==> src/rtl/fifo_ctrl_d0_pkg.sv <==
// -----------------------------------------------------------------------------
// fifo_ctrl_d0_pkg
//   Shared definitions for the main-queue pointer/flag controller:
//   - fifo_state_t : controller FSM encoding (3-bit)
//   - fifo_depth() : queue depth derived from the address width
// -----------------------------------------------------------------------------
package fifo_ctrl_d0_pkg;

   typedef enum logic [2:0] {
      ST_INIT   = 3'd0,
      ST_EMPTY  = 3'd1,
      ST_ACTIVE = 3'd2,
      ST_FULL   = 3'd3,
      ST_ERROR  = 3'd4
   } fifo_state_t;

   function automatic int unsigned fifo_depth(input int unsigned aw);
      return 32'd1 << aw;
   endfunction

endpackage

==> src/rtl/fifo_ptr_d0.sv <==
// -----------------------------------------------------------------------------
// fifo_ptr_d0
//   WIDTH-bit queue address pointer. It advances by one on each clock where
//   i_inc is high and wraps naturally at 2**WIDTH.
//   Ports:
//     clk    : clock, posedge
//     reset  : asynchronous, active-high; clears the pointer to 0
//     i_inc  : advance request
//     o_ptr  : current pointer value
// -----------------------------------------------------------------------------
module fifo_ptr_d0 #(
   parameter int unsigned WIDTH = 8
) (
   input  logic             clk,
   input  logic             reset,
   input  logic             i_inc,
   output logic [WIDTH-1:0] o_ptr
);

   logic [WIDTH-1:0] r_ptr;

   always_ff @(posedge clk or posedge reset) begin
      if (reset) begin
         r_ptr <= '0;
      end else if (i_inc) begin
         r_ptr <= r_ptr + 1'b1;
      end
   end

   assign o_ptr = r_ptr;

endmodule

==> src/rtl/fifo_ctrl_d0.sv <==
// -----------------------------------------------------------------------------
// fifo_ctrl_d0
//   Pointer and flag controller for the main queue. It accepts push/pop
//   requests, drives the RAM write/read enables and addresses, and tracks
//   occupancy. A push while full or a pop while empty traps the controller in
//   a sticky ERROR state until err_clear is pulsed.
//   Optional feature: define FIFO_CTRL_PEAK_EN to make peak_count a register
//   that holds the highest occupancy seen since reset; otherwise it is tied
//   to 0.
//   Ports:
//     clk, reset              : clock (posedge), async active-high reset
//     push, pop               : producer / consumer requests
//     err_clear               : leaves ERROR (ignored in all other states)
//     umbral_alto/umbral_bajo : almost-full / almost-empty thresholds (live)
//     write, read             : RAM write / read enables (same-cycle accept)
//     wr_ptr, rd_ptr          : RAM write / read addresses
//     fifo_count              : occupancy, 0..DEPTH
//     full, empty             : occupancy flags
//     almost_full/almost_empty: threshold flags
//     overflow_err/underflow_err : sticky error bits
//     peak_count              : maximum occupancy seen (optional feature)
// -----------------------------------------------------------------------------
module fifo_ctrl_d0
   import fifo_ctrl_d0_pkg::*;
#(
   parameter int unsigned DATA_SIZE       = 10,
   parameter int unsigned MAIN_QUEUE_SIZE = 8
) (
   input  logic                       clk,
   input  logic                       reset,
   input  logic                       push,
   input  logic                       pop,
   input  logic                       err_clear,
   input  logic [MAIN_QUEUE_SIZE:0]   umbral_alto,
   input  logic [MAIN_QUEUE_SIZE:0]   umbral_bajo,
   output logic                       write,
   output logic                       read,
   output logic [MAIN_QUEUE_SIZE-1:0] wr_ptr,
   output logic [MAIN_QUEUE_SIZE-1:0] rd_ptr,
   output logic [MAIN_QUEUE_SIZE:0]   fifo_count,
   output logic                       full,
   output logic                       empty,
   output logic                       almost_full,
   output logic                       almost_empty,
   output logic                       overflow_err,
   output logic                       underflow_err,
   output logic [MAIN_QUEUE_SIZE:0]   peak_count
);

   localparam logic [MAIN_QUEUE_SIZE:0] DEPTH_C =
      (MAIN_QUEUE_SIZE+1)'(fifo_depth(MAIN_QUEUE_SIZE));

   // DATA_SIZE only has to match the RAM word width; reject a degenerate setup.
   if (DATA_SIZE == 0 || MAIN_QUEUE_SIZE == 0) begin : g_bad_params
      $error("fifo_ctrl_d0: DATA_SIZE and MAIN_QUEUE_SIZE must be nonzero");
   end

   fifo_state_t              r_state;
   fifo_state_t              w_state_nxt;
   logic [MAIN_QUEUE_SIZE:0] r_count;
   logic [MAIN_QUEUE_SIZE:0] w_count_nxt;
   logic                     r_ovf;
   logic                     r_udf;
   logic                     w_push_ok;
   logic                     w_pop_ok;
   logic                     w_ovf_set;
   logic                     w_udf_set;
   logic                     w_err_clear;

   function automatic fifo_state_t f_level_state(input logic [MAIN_QUEUE_SIZE:0] cnt);
      if (cnt == '0) begin
         return ST_EMPTY;
      end else if (cnt == DEPTH_C) begin
         return ST_FULL;
      end else begin
         return ST_ACTIVE;
      end
   endfunction

   // Acceptance, error detection and next state. The level states are re-derived
   // from the post-update count, so a push+pop in FULL lands back in FULL.
   always_comb begin
      w_push_ok   = 1'b0;
      w_pop_ok    = 1'b0;
      w_ovf_set   = 1'b0;
      w_udf_set   = 1'b0;
      w_err_clear = 1'b0;
      w_state_nxt = r_state;
      w_count_nxt = r_count;

      case (r_state)
         ST_INIT: begin
            w_state_nxt = ST_EMPTY;
         end
         ST_EMPTY: begin
            w_push_ok = push;
            w_udf_set = pop;
         end
         ST_ACTIVE: begin
            w_push_ok = push;
            w_pop_ok  = pop;
         end
         ST_FULL: begin
            w_push_ok = push & pop;
            w_pop_ok  = pop;
            w_ovf_set = push & ~pop;
         end
         ST_ERROR: begin
            if (err_clear) begin
               w_err_clear = 1'b1;
               w_state_nxt = f_level_state(r_count);
            end
         end
         default: begin
            w_state_nxt = ST_INIT;
         end
      endcase

      if (w_push_ok && !w_pop_ok) begin
         w_count_nxt = r_count + 1'b1;
      end else if (w_pop_ok && !w_push_ok) begin
         w_count_nxt = r_count - 1'b1;
      end

      if (r_state == ST_EMPTY || r_state == ST_ACTIVE || r_state == ST_FULL) begin
         w_state_nxt = (w_ovf_set || w_udf_set) ? ST_ERROR : f_level_state(w_count_nxt);
      end
   end

   always_ff @(posedge clk or posedge reset) begin
      if (reset) begin
         r_state <= ST_INIT;
         r_count <= '0;
         r_ovf   <= 1'b0;
         r_udf   <= 1'b0;
      end else begin
         r_state <= w_state_nxt;
         r_count <= w_count_nxt;
         if (w_err_clear) begin
            r_ovf <= 1'b0;
            r_udf <= 1'b0;
         end else begin
            if (w_ovf_set) r_ovf <= 1'b1;
            if (w_udf_set) r_udf <= 1'b1;
         end
      end
   end

   fifo_ptr_d0 #(.WIDTH(MAIN_QUEUE_SIZE)) u_wr_ptr (
      .clk   (clk),
      .reset (reset),
      .i_inc (w_push_ok),
      .o_ptr (wr_ptr)
   );

   fifo_ptr_d0 #(.WIDTH(MAIN_QUEUE_SIZE)) u_rd_ptr (
      .clk   (clk),
      .reset (reset),
      .i_inc (w_pop_ok),
      .o_ptr (rd_ptr)
   );

`ifdef FIFO_CTRL_PEAK_EN
   logic [MAIN_QUEUE_SIZE:0] r_peak;

   always_ff @(posedge clk or posedge reset) begin
      if (reset) begin
         r_peak <= '0;
      end else if (w_count_nxt > r_peak) begin
         r_peak <= w_count_nxt;
      end
   end

   assign peak_count = r_peak;
`else
   assign peak_count = '0;
`endif

   assign write         = w_push_ok;
   assign read          = w_pop_ok;
   assign fifo_count    = r_count;
   assign full          = (r_count == DEPTH_C);
   assign empty         = (r_count == '0);
   assign almost_full   = (r_count >= umbral_alto);
   assign almost_empty  = (r_count <= umbral_bajo);
   assign overflow_err  = r_ovf;
   assign underflow_err = r_udf;

endmodule

==> config.mk <==
export PLATFORM = sky130hd
export DESIGN_NAME = fifo_ctrl_d0
export DESIGN_NICKNAME = d
export VERILOG_FILES = /design/src/rtl/fifo_ctrl_d0_pkg.sv /design/src/rtl/fifo_ptr_d0.sv /design/src/rtl/fifo_ctrl_d0.sv
export SDC_FILE = /design/constraint.sdc
export NUM_CORES = 1
export LEC_CHECK = 0
export ABC_AREA = 1
export CELL_PAD_IN_SITES_DETAIL_PLACEMENT = 1
export CELL_PAD_IN_SITES_GLOBAL_PLACEMENT = 1
export CORE_MARGIN = 4
export CORE_UTILIZATION = 35
export CTS_BUF_LIST = sky130_fd_sc_hd__clkbuf_16
export DETAILED_ROUTE_END_ITERATION = 12
export GPL_TIMING_DRIVEN = 0
export HOLD_SLACK_MARGIN = 0.1
export PLACE_DENSITY_LB_ADDON = 0.1
export SKIP_LAST_GASP = 1
export SLEW_MARGIN = 40
export SYNTH_ARGS = -nofsm -noshare
export SYNTH_HDL_FRONTEND = slang
export SYNTH_SLANG_ARGS = --single-unit
==> constraint.sdc <==
create_clock -name clk -period 2.5 [get_ports clk]
set_input_delay 0.5 -clock clk [delete_from_list [all_inputs] [get_ports clk]]
set_output_delay 0.5 -clock clk [all_outputs]
set_load 0.02 [all_outputs]
After elaboration in Yosys (flattened, before gate mapping)
Index checks and enable logic that the tools add are counted.

storage, ports and cells
  register bits = 30
  bits in latches = 0
  memory bits (writable) = 0
  bits in read-only memories = 0
  input port bits = 23
  output and inout bits = 42
  logic and storage cells = 59
  memories = 0

operators by class
  add/sub/neg operators = 4
  multiply operators = 0
  divide/modulo/power cells = 0
  $lt $le $gt $ge = 2
  equality and inequality tests = 8
  shifts and indexed selects = 0
  muxes and demuxes = 20
  bitwise operators = 3
  reduce and logical (&&, ||, !) cells = 16

operator list
  kind                 number
  $eq 9x9->1 const B   2
  $logic_not 9->1      2
  $mux 9               2
  $add 8x1->8 const B  2
  $mux 1               11
  $add 9x1->9 const B  1
  $ge 9x9->1           1
  $le 9x9->1           1
  $mux 3               3
  $pmux 3 s3           1
  $sub 9x1->9 const B  1
  $eq 3x2->1 const B   2
  $mux 2               2
  $reduce_bool 2->1    2
  $reduce_or 2->1      2
  $eq 3x1->1 const B   1
  $eq 3x3->1 const B   1
  $logic_not 3->1      1
  $logic_or 1x1->1     3
  $ne 3x3->1 const B   1
  $reduce_or 3->1      1
  $and 1x1->1          2
  $logic_and 1x1->1    2
  $logic_not 1->1      2
  other kinds (4)      4

Longest topological paths before layout
  word-level depth = 12
  depth in mapped cells = 15
  depth with buffers taken out = 14

Modules after synthesis
Synthesis repeated with hierarchy kept, for this count alone.

unflattened totals
  cells, all modules = 325
  area total of the unflattened synthesis = 2403.6 µm²

modules (own cells, without submodules)
  module        times used  cells an instance  area each (µm²)  seq. area each (µm²)
  fifo_ctrl_d0  1           233                1590.3           350.3
  fifo_ptr_d0   2           46                 406.6            200.2

Worst setup path after synthesis
OpenSTA, ideal clock, no wires.

  kind = register -> output
  start = register r_count[0], in the netlist fifo_count[0]
  end = output port almost_full
  arrival = 1.697 ns
  data required time = 2.000 ns
  path slack = 0.303 ns
  stages on the path, launching flop included = 11
  path buffers = 0
  cell sequence = dfrtp_1 -> inv_1 -> ha_1 -> nand3_1 -> o211ai_1 -> nand3_1 -> nand2_1 -> nand3_1 -> nand2_1 -> a21oi_1 -> o21bai_1

on the way
  longest elaborated chain between the ends = 1

ends and longest elaborated chain
  what                    RTL line             RTL
  start, declared         fifo_ctrl_d0.sv:60   logic [MAIN_QUEUE_SIZE:0] r_count;
  start signal, assigned  fifo_ctrl_d0.sv:138  r_count <= w_count_nxt;
  $ge 9x9->1              fifo_ctrl_d0.sv:184  assign almost_full = (r_count >= umbral_alto);
  end, declared           fifo_ctrl_d0.sv:43   output logic almost_full,

Every way passes these cells.

Worst setup path in the final report
  start = input port umbral_bajo[0]
  end = output port almost_empty

on the way
  longest elaborated chain between the ends = 1

ends and longest elaborated chain
  what             RTL line             RTL
  start, declared  fifo_ctrl_d0.sv:35   input logic [MAIN_QUEUE_SIZE:0] umbral_bajo,
  $le 9x9->1       fifo_ctrl_d0.sv:185  assign almost_empty = (r_count <= umbral_bajo);
  end, declared    fifo_ctrl_d0.sv:44   output logic almost_empty,

Every way passes these cells.

==> impl_metrics.ini <==
[sta]
slew_viol_final = 0
skew_ns = 0.00643
fmax_mhz = 403
setup_viol = 0
slew_headroom = 0.552
finalSetupTns_ns = 0
period_needed_ns = 2.48
fin_ws_ns = 0.0156
grt_setup_unrepaired = yes
tightestPinTransition_ns = 0.671
hold_viol = 0
finalCritPeriodShare = 0.994

[die]
core_mm2 = 0.00642
die_area_mm2 = 0.00805
top_level_ports = 65
die_h_um = 89.7
start_util = 0.364
dieWidth_um = 89.7
rows = 29

[critical_path]
cp_slowest_cell = clkdlybuf4s50_1
crit_fanout = 1
r2r_setup_slack_ns = 0.41
path_class = in -> out
crit_path_cell_trace = clkdlybuf4s50_1, ha_1, nor2_2, a211oi_2, o21ai_1, nand3_1, nand2_1, a21oi_1, o21bai_1, nand2_1, buf_6
r2r_start = fifo_count[1]
crit_arrival_ns = 1.98
crit_path_max_incr_delay_ns = 0.42
cp_num_cells = 11
path_delay_family = buffers and inverters
critPathBufInv = 2
crit_path_frequent_cell = nand2_1
r2r_end = r_state[1]
end_kind = output pin
rr_worst_depth = 13
worstSetupStartpointType = input pin
required_ns = 2.00

[place]
place.gp.congestion = 0.848
dp_hpwl_um = 4900
port_buffers = 55
dp_slack_ns = -0.748
postPlaceCellArea_mm2 = 0.00301

[clock_tree]
cts_tree = done
root_buffer = clkbuf_16
insertion_delay_ns = 0.27
path_clk_slew_ns = 0.05
h-tree-depth = 2
clk_path_buf_depth = 2
cts_sinks = 30
cts_hold_buf = 0
cts_buffers = 5

[logic_synthesis]
avgSynthCellArea_um2 = 7.66
synth_cell_types = 35
yosysWarnings = 0
ys_seq_area_frac = 0.321
synthCells = 305
synth_area_mm2 = 0.00234
synth_seq_cells = 30

[final_layout]
antenna_cells = 0
finalNetCount = 427
layout-drive-gt1-share = 0.214
final_cell_mix = 62 x nand2_1, 42 x clkdlybuf4s50_1, 37 x inv_1
syn_to_final_growth_pct = 41.6
n_fill_cell = 784
fin_area_mm2 = 0.00331
layout_commonest_cell = nand2_1

[hold_path]
hp-start = u_wr_ptr.o_ptr[7]
hp-class = reg -> reg
hold_end = u_wr_ptr.o_ptr[7]
hold_path_depth = 1

[drt]
vias = 2234
vias_per_cell = 4.86
routed_wl_um = 6380
drc = 0
drtPass1Iterations = 4
drt-initial-drc-count = 43
routedWlPerCell_um = 13.9
drtAntennaViolNets = 0

[power_and_ir_drop]
p_leak_uw = 0.00170
power_density_mw_per_mm2 = 1130
peakVddDrop_mv = 0.515

[flow_run]
max_cap_violations = 0

[grt]
grt_max_degree = 31
grt_pass1_wl_um = 11200
gr-total-overflow = 0
grt_pass1_vias = 2343
grt_usage = 0.167
antenna_found_initial = 0

[run_status]
status = finished, final reports clean
==> area by class of cell <==
| class | count | area, µm² | area share |
|---|---|---|---|
| Multi-Input combinational cell | 216 | 1420 | 0.430 |
| Timing Repair Buffer | 62 | 589 | 0.178 |
| Clock buffer | 5 | 125 | 0.0378 |
| Inverter | 53 | 203 | 0.0612 |
| Clock inverter | 3 | 12.5 | 0.00378 |
| Sequential cell | 30 | 754 | 0.228 |
| Buffer | 14 | 105 | 0.0318 |
| Tap cell | 77 | 96.3 | 0.0291 |
==> synth_stat cells <==
cell type	count	share of area
nor4_1	3	0.0080
and3_1	3	0.0080
nor2_4	2	0.0096
o21a_1	1	0.0032
a211oi_1	1	0.0032
conb_1	1	0.0016
nand2_4	1	0.0048
inv_2	8	0.013
dfrtp_1	30	0.32
buf_2	3	0.0064
nand3_2	6	0.026
or3_1	1	0.0027
a21oi_2	1	0.0037
xnor2_1	4	0.015
nand3_4	1	0.0075
nand3b_2	1	0.0048
inv_1	44	0.071
nand4_1	9	0.024
o21ai_0	5	0.011
clkinv_2	1	0.0021
nand2_2	2	0.0054
o211ai_1	2	0.0064
nor3_1	5	0.011
buf_4	9	0.029
xor2_1	11	0.041
nand3_1	23	0.049
nand2_1	64	0.10
nor2_2	2	0.0054
buf_6	2	0.0096
o21ai_1	2	0.0043
nor2_1	23	0.037
nor2_8	1	0.0086
o21bai_1	3	0.0096
a21oi_1	8	0.017
ha_1	22	0.12
==> where the power goes <==
part,internal (µW),switching (µW),total (µW)
Clock,359,204,563
Combinational,963,1230,2200
Sequential,681,294,975
==> worst register-to-register path, stage by stage, from the launching register on <==
cell	delay (ns)
dfrtp_2	0.45
buf_4	0.16
ha_1	0.19
inv_1	0.07
nor3_1	0.31
nand3_1	0.16
nand3_1	0.09
nand2_1	0.09
inv_2	0.05
nand2_1	0.06
nor2_2	0.12
nand3_1	0.09
nand2_1	0.08
a21oi_1	0.06
==> logic make-up after synthesis <==
logic type      after synthesis  share of synthesized area
simple gates                147                      0.314
buf+inv                      67                      0.131
flops                        30                      0.321
compound gates               23                     0.0584
fa+ha+maj                    22                      0.118
xor+xnor                     15                     0.0562
other cells                   1                    0.00160
==> timing repair <==
item | 4_1_cts | 5_1_grt
buffers inserted | 6 | 1
gates resized for setup | 42 | 12
pin swaps | 22 | 12
endpoints found under the setup margin | 6 | 4
==> worst max path at each step <==
stage / start / endpoint / slack, ns
3_5_place_dp: umbral_bajo[2] / almost_empty / -0.75
6_report: umbral_bajo[0] / almost_empty / 0.02
3_3_place_gp: umbral_bajo[2] / almost_empty / -0.72
4_1_cts: umbral_bajo[4] / almost_empty / -0.12
5_1_grt: fifo_count[1] / almost_full / -0.08
2_1_floorplan: fifo_count[0] / almost_full / 0.30
==> layer usage <==
metal,GRT usage,vias to the layer above,wire length (µm)
li1,-,1114,-
met1,0.213,1075,2860
met2,0.290,43,3230
met3,0.0376,2,254
met4,0.0345,0,29
met5,0,-,0
==> metrics by stage <==
stage | instances | hold slack (ns) | power (µW) | util
finish | 460 | 0.466 | 3730 | 0.515
global route | 460 | 0.508 | 4070 | 0.515
CTS | 459 | 0.475 | 3720 | 0.509
detailed placement | 445 | 0.457 | 3010 | 0.469
global placement | 445 | 0.459 | 2940 | 0.469
floorplan | 313 | 0.578 | 2220 | -
==> state kept, by name, indices dropped and copies added (netlist names) <==
register and flops:
fifo_count 9, overflow_err 1, r_state 3, u_rd_ptr.o_ptr 8, u_wr_ptr.o_ptr 8, underflow_err 1
Power figures use the tool's default switching activity.
